**config.mk**
```make
export PLATFORM = sky130hd
export DESIGN_NAME = pc_seq_unit
export DESIGN_NICKNAME = d
export VERILOG_FILES = /design/src/rtl/pc_seq_unit.sv
export SDC_FILE = /design/constraint.sdc
export NUM_CORES = 1
export LEC_CHECK = 0
export CORE_MARGIN = 4
export CORE_UTILIZATION = 42
export CTS_CLUSTER_SIZE = 24
export DETAILED_ROUTE_END_ITERATION = 12
export PLACE_DENSITY_LB_ADDON = 0.2
export SLEW_MARGIN = 10
export SYNTH_ARGS = -nofsm -noshare
export SYNTH_HDL_FRONTEND = slang
export SYNTH_SLANG_ARGS = --single-unit
```
**constraint.sdc**
```tcl
create_clock -name Clk -period 3.7 [get_ports Clk]
set_clock_uncertainty 0.2 [all_clocks]
set_input_delay 0.74 -clock Clk [delete_from_list [all_inputs] [get_ports Clk]]
set_output_delay 0.74 -clock Clk [all_outputs]
set_load 0.05 [all_outputs]
```
**src/rtl/pc_seq_unit.sv**
```systemverilog
// Program-counter sequencer: next-PC selection, exception entry/return and an
// optional return-address stack enabled by the PC_SEQ_RAS_EN macro.
module pc_seq_unit #(
  parameter int          WIDTH     = 32,
  parameter logic [31:0] RESET_VEC = 32'h0000_3000,
  parameter logic [31:0] EXC_VEC   = 32'h0000_4180,
  parameter int          RAS_DEPTH = 4
) (
  input  logic             Clk,
  input  logic             PcReSetN,
  input  logic [2:0]       PcSel,
  input  logic             Stall,
  input  logic             Exc,
  input  logic [WIDTH-1:0] Imm,
  input  logic [WIDTH-1:0] Target,
  output logic [WIDTH-1:0] PC,
  output logic [WIDTH-1:0] PcPlus4,
  output logic [WIDTH-1:0] EPC,
  output logic             AlignErr,
  output logic             RasEmpty,
  output logic             RasFull,
  output logic             RasUnder
);

  localparam logic [WIDTH-1:0] RST_PC = WIDTH'(RESET_VEC);
  localparam logic [WIDTH-1:0] EXC_PC = WIDTH'(EXC_VEC);
  localparam logic [WIDTH-1:0] FOUR   = WIDTH'(32'd4);

  logic [WIDTH-1:0] pc_r;
  logic [WIDTH-1:0] epc_r;
  logic             align_err_r;
  logic [WIDTH-1:0] pc_plus4_s;
  logic [WIDTH-1:0] jump_tgt_s;
  logic [WIDTH-1:0] pc_nxt_s;
  logic [WIDTH-1:0] epc_nxt_s;
  logic             align_nxt_s;

`ifdef PC_SEQ_RAS_EN
  localparam int                PTR_W   = $clog2(RAS_DEPTH);
  localparam int                CNT_W   = $clog2(RAS_DEPTH) + 1;
  localparam logic [PTR_W-1:0]  PTR_ONE = PTR_W'(1'b1);
  localparam logic [CNT_W-1:0]  CNT_ONE = CNT_W'(1'b1);
  localparam logic [CNT_W-1:0]  CNT_MAX = CNT_W'(RAS_DEPTH);

  logic [WIDTH-1:0] ras_mem_r [RAS_DEPTH];
  logic [PTR_W-1:0] ras_sp_r;
  logic [CNT_W-1:0] ras_cnt_r;
  logic [CNT_W-1:0] ras_cnt_nxt_s;
  logic             ras_empty_r;
  logic             ras_full_r;
  logic             ras_under_r;
  logic             under_nxt_s;
  logic             push_s;
  logic             pop_s;
  logic [WIDTH-1:0] ras_top_s;

  assign ras_top_s = ras_mem_r[ras_sp_r - PTR_ONE];
`endif

  assign pc_plus4_s = pc_r + FOUR;
  assign jump_tgt_s = {pc_plus4_s[WIDTH-1:28], Imm[25:0], 2'b00};

  // Next-PC / EPC selection with Exc over Stall over PcSel.
  always_comb begin
    pc_nxt_s    = pc_r;
    epc_nxt_s   = epc_r;
    align_nxt_s = 1'b0;
`ifdef PC_SEQ_RAS_EN
    under_nxt_s = 1'b0;
    push_s      = 1'b0;
    pop_s       = 1'b0;
`endif
    if (Exc) begin
      epc_nxt_s = pc_r;
      pc_nxt_s  = EXC_PC;
    end else if (Stall) begin
      pc_nxt_s = pc_r;
    end else begin
      case (PcSel)
        3'b000: pc_nxt_s = pc_plus4_s;
        3'b001: pc_nxt_s = pc_plus4_s + (Imm << 2'd2);
        3'b010: pc_nxt_s = jump_tgt_s;
        3'b011, 3'b100: begin
          if (Target[1:0] == 2'b00) begin
            pc_nxt_s = Target;
          end else begin
            pc_nxt_s    = EXC_PC;
            epc_nxt_s   = Target;
            align_nxt_s = 1'b1;
          end
        end
        3'b101: pc_nxt_s = epc_r;
        3'b110: begin
          pc_nxt_s = jump_tgt_s;
`ifdef PC_SEQ_RAS_EN
          push_s   = 1'b1;
`endif
        end
        3'b111: begin
`ifdef PC_SEQ_RAS_EN
          if (ras_cnt_r == {CNT_W{1'b0}}) begin
            pc_nxt_s    = pc_plus4_s;
            under_nxt_s = 1'b1;
          end else begin
            pc_nxt_s = ras_top_s;
            pop_s    = 1'b1;
          end
`else
          pc_nxt_s = pc_plus4_s;
`endif
        end
        default: pc_nxt_s = pc_plus4_s;
      endcase
    end
  end

  // PC, EPC and misalignment pulse registers.
  always_ff @(posedge Clk or negedge PcReSetN) begin
    if (!PcReSetN) begin
      pc_r        <= RST_PC;
      epc_r       <= {WIDTH{1'b0}};
      align_err_r <= 1'b0;
    end else begin
      pc_r        <= pc_nxt_s;
      epc_r       <= epc_nxt_s;
      align_err_r <= align_nxt_s;
    end
  end

`ifdef PC_SEQ_RAS_EN
  // Occupancy saturates at RAS_DEPTH; a push while full overwrites the oldest slot.
  always_comb begin
    ras_cnt_nxt_s = ras_cnt_r;
    if (push_s) begin
      if (ras_cnt_r != CNT_MAX) begin
        ras_cnt_nxt_s = ras_cnt_r + CNT_ONE;
      end else begin
        ras_cnt_nxt_s = ras_cnt_r;
      end
    end else if (pop_s) begin
      ras_cnt_nxt_s = ras_cnt_r - CNT_ONE;
    end else begin
      ras_cnt_nxt_s = ras_cnt_r;
    end
  end

  // Stack pointer, count, status flags and underflow pulse.
  always_ff @(posedge Clk or negedge PcReSetN) begin
    if (!PcReSetN) begin
      ras_sp_r    <= {PTR_W{1'b0}};
      ras_cnt_r   <= {CNT_W{1'b0}};
      ras_empty_r <= 1'b1;
      ras_full_r  <= 1'b0;
      ras_under_r <= 1'b0;
    end else begin
      if (push_s) begin
        ras_sp_r <= ras_sp_r + PTR_ONE;
      end else if (pop_s) begin
        ras_sp_r <= ras_sp_r - PTR_ONE;
      end
      ras_cnt_r   <= ras_cnt_nxt_s;
      ras_empty_r <= (ras_cnt_nxt_s == {CNT_W{1'b0}});
      ras_full_r  <= (ras_cnt_nxt_s == CNT_MAX);
      ras_under_r <= under_nxt_s;
    end
  end

  // Return-address storage.
  always_ff @(posedge Clk) begin
    if (push_s) begin
      ras_mem_r[ras_sp_r] <= pc_plus4_s;
    end
  end

  assign RasEmpty = ras_empty_r;
  assign RasFull  = ras_full_r;
  assign RasUnder = ras_under_r;
`else
  assign RasEmpty = 1'b1;
  assign RasFull  = 1'b0;
  assign RasUnder = 1'b0;
`endif

  assign PC       = pc_r;
  assign PcPlus4  = pc_plus4_s;
  assign EPC      = epc_r;
  assign AlignErr = align_err_r;

endmodule

```
==> metrics.txt <==
drt via density=5.90; hpwl dp=17,500 µm; Final WS setup=-449 ps; clock share of power=30.4%; Post-synth EDFFs=0; final WL=24,200 µm; Synth cell types=77; CTS max path bufs=2; Worst Setup Path Type=reg2reg; Max Cap Violations=0; complex-gate fraction of the synthesized area=27.4%; critical path arrival=4210 ps; largest net degree at the start of global routing=79; drt initial violations=500; register area share after synthesis=27.1%; Setup Viol. Count Final=10; Power Dens Cells=312 nW/µm²; initial antenna violation count=0; Startpoint Class=flip-flop; highest clock rate=0.241 GHz; Mapped Cells=724; Core ar.=13,900 µm²; CTS clk-pin slew, worst paths=60 ps; Overall Global Routing Usage=28.6%; main combinational cell family by area after synthesis=compound AO/OA/AOI/OAI gates; vias in the first global route=7,118; worst skew pair latency=350 ps; Final Hold Slack=265 ps; failing checks=negative setup slack; Worst slew margin=46.9%; mux share of post-synthesis cell area=5.69%; setup_tns=-1790 ps; Simple-Gate Fraction of Synth Area=19.1%; Synth Area in Adders=7.84%; chip width=128 µm; Hold Vio Cnt, Final=0; Reg2Reg Launch Point=PC[13]; worst slew pin tran=796 ps; root cell of the clock tree=clkbuf_16; Die ar.=16,300 µm²; Reg power frac=26.0%; mapped cell area=6000 µm²; first-pass GRT wire length=37,200 µm; P_int=1.95 mW; fin crit period=4150 ps; Num CTS Buffers=9; Slew Limit Fails=0; Initial Util=43.1%; Max H-tree Level=3; switching share of power=37.6%; CP Launch Point=PC[13]; leak pwr=4.44 nW; Tot Pwr=3.12 mW; RSZ-0062 raised after global routing=true; xor/xnor share of the synthesized area=7.74%; # IOs=171; fin util=71.8%; DRC violations left=0; ANT cells=0; Sw Pwr=1.17 mW; P&R area growth vs syn=66.8%; logic gate share of total power=43.6%; grt ovf=0; clk sink count=65; die height=128 µm; ANT nets after route=0; Period Utilization, post-route=112%; Post-synth ARST share=100%; Synth warnings=0; RD Place Congestion=0.989; DP Worst Slack=-453 ps; reg2reg path depth=15; fin nets=1,131; DR vias=7,126; outcome=finished with violations; CTS tree=yes; proportion of layout cells with a drive suffix above 1=31.4%; Avg Cell Area, Syn=8.29 µm²; cell row count=43; Worst Path Max Fanout=3; Critical Path Sink Type=flip-flop; Post-synth top flop=dfrtp_1; maximum VDD drop=0.242 mV; Required @ worst endpoint=3760 ps; drt first pass iters=5; Hold Crit Class=in2async; I/O Buffers=165; wire per inst=20.0 µm; register bit count reported by yosys=65
-- logic make-up after synthesis --
group                      after synthesis
AOI/OAI and AO/OA                      229
xor gates and xnor gates                53
adders and majority gates               37
buffers and inverters                   70
DFF                                     65
muxes                                   34
other                                    2
and+or+nand+nor                        234
-- stage by stage --
stage / cells / instance area [µm²]
floorplan: 725 / 6350
global placement: 1175 / 9240
detailed placement: 1175 / 9240
CTS: 1198 / 9760
global route: 1208 / 10000
finish: 1208 / 10000
-- flip-flops by register name, summed over array words and instances, names as in the netlist --
| name | cells |
|---|---|
| AlignErr | 1 |
| EPC | 32 |
| PC | 32 |
-- per-layer routing --
metal / wire length [µm] / vias to the layer above / track usage, %
met4: 626 / 0 / 9.09
li1: - / 3258 / -
met3: 1720 / 53 / 4.35
met5: 0 / - / 0
met1: 10400 / 3451 / 38.4
met2: 11400 / 364 / 47.3
-- cells in the final DEF, fill, tap and decap left out, types with 5 or more instances in the layout --
| master | synthesis | final |
|---|---|---|
| a21o_1 | 29 | 29 |
| xor2_2 | 0 | 5 |
| nor2_2 | 0 | 6 |
| ha_1 | 36 | 27 |
| nor2_1 | 48 | 40 |
| nor3_1 | 13 | 9 |
| nand2_1 | 99 | 96 |
| nand2_2 | 2 | 5 |
| o21ai_1 | 3 | 5 |
| xnor2_4 | 0 | 7 |
| clkdlybuf4s50_1 | 0 | 143 |
| o21ai_0 | 68 | 63 |
| buf_6 | 1 | 9 |
| inv_1 | 20 | 20 |
| mux2i_1 | 33 | 33 |
| a222oi_1 | 17 | 17 |
| a21oi_2 | 0 | 6 |
| ha_4 | 0 | 9 |
| buf_4 | 5 | 170 |
| xor2_1 | 21 | 15 |
| buf_12 | 0 | 10 |
| xnor2_1 | 32 | 13 |
| xnor2_2 | 0 | 12 |
| dfrtp_2 | 0 | 11 |
| nand4_1 | 9 | 9 |
| a21oi_1 | 33 | 27 |
| nand3_1 | 14 | 11 |
| clkbuf_16 | 0 | 9 |
| a221oi_1 | 25 | 22 |
| dfrtp_1 | 63 | 52 |
| nand2b_1 | 18 | 18 |
-- path summary, 6_finish.rpt --
path                       endpoint  slack (ps)
max                          PC[31]        -450
min                         EPC[11]         260
max reg2reg                  PC[31]        -450
min reg2reg                  EPC[1]         340
max in group asynchronous    PC[12]        2310
min in group Clk             EPC[1]         340
-- Yosys cell counts (18+ instances only) --
| library cell | count | area (µm²) |
|---|---|---|
| a21o_1 | 29 | 218 |
| a21oi_1 | 33 | 165 |
| a221oi_1 | 25 | 219 |
| clkbuf_1 | 31 | 116 |
| dfrtp_1 | 63 | 1580 |
| ha_1 | 36 | 450 |
| inv_1 | 20 | 75.1 |
| mux2i_1 | 33 | 330 |
| nand2_1 | 99 | 372 |
| nand2b_1 | 18 | 113 |
| nor2_1 | 48 | 180 |
| o21ai_0 | 68 | 340 |
| xnor2_1 | 32 | 280 |
| xor2_1 | 21 | 184 |
-- critical path, stage by stage, from the launching register on --
cell       delay (ps)
dfstp_4           610
nand4_1           240
nor4_4            270
buf_4             190
nand4_1           170
xnor2_2           180
ha_1              290
and4_1            230
nand2_1            60
o211ai_1          160
o2bb2ai_1         180
a31o_1            220
o41a_1            380
xnor2_1           150
mux2_2            360
a211oi_2          170
-- power groups by stage --
stage               Sequential [mW]  Combinational (mW)  Clock, mW
floorplan                      1.01               0.554          0
global placement              0.817                1.25          0
detailed placement            0.821                1.28          0
CTS                           0.810                1.32      0.956
global route                  0.818                1.44      0.985
finish                        0.813                1.36      0.950
-- what timing repair did --
action | CTS | global route
hold buffers | 0 | 0
cloned | 0 | 0
pin swaps | 11 | 23
gates resized for setup | 27 | 35
setup buffers | 8 | 11
setup endpoints to repair | 13 | 18
-- final cells by class --
class	count	area, µm²
Timing Repair Buffer	336	3040
Sequential cell	65	1650
Fill cell	1050	3930
Clock buffer	11	243
Clock inverter	5	78.8
Tap cell	180	225
Inverter	21	78.8
Multi-Input combinational cell	590	4690
Power figures use the tool's default switching activity.
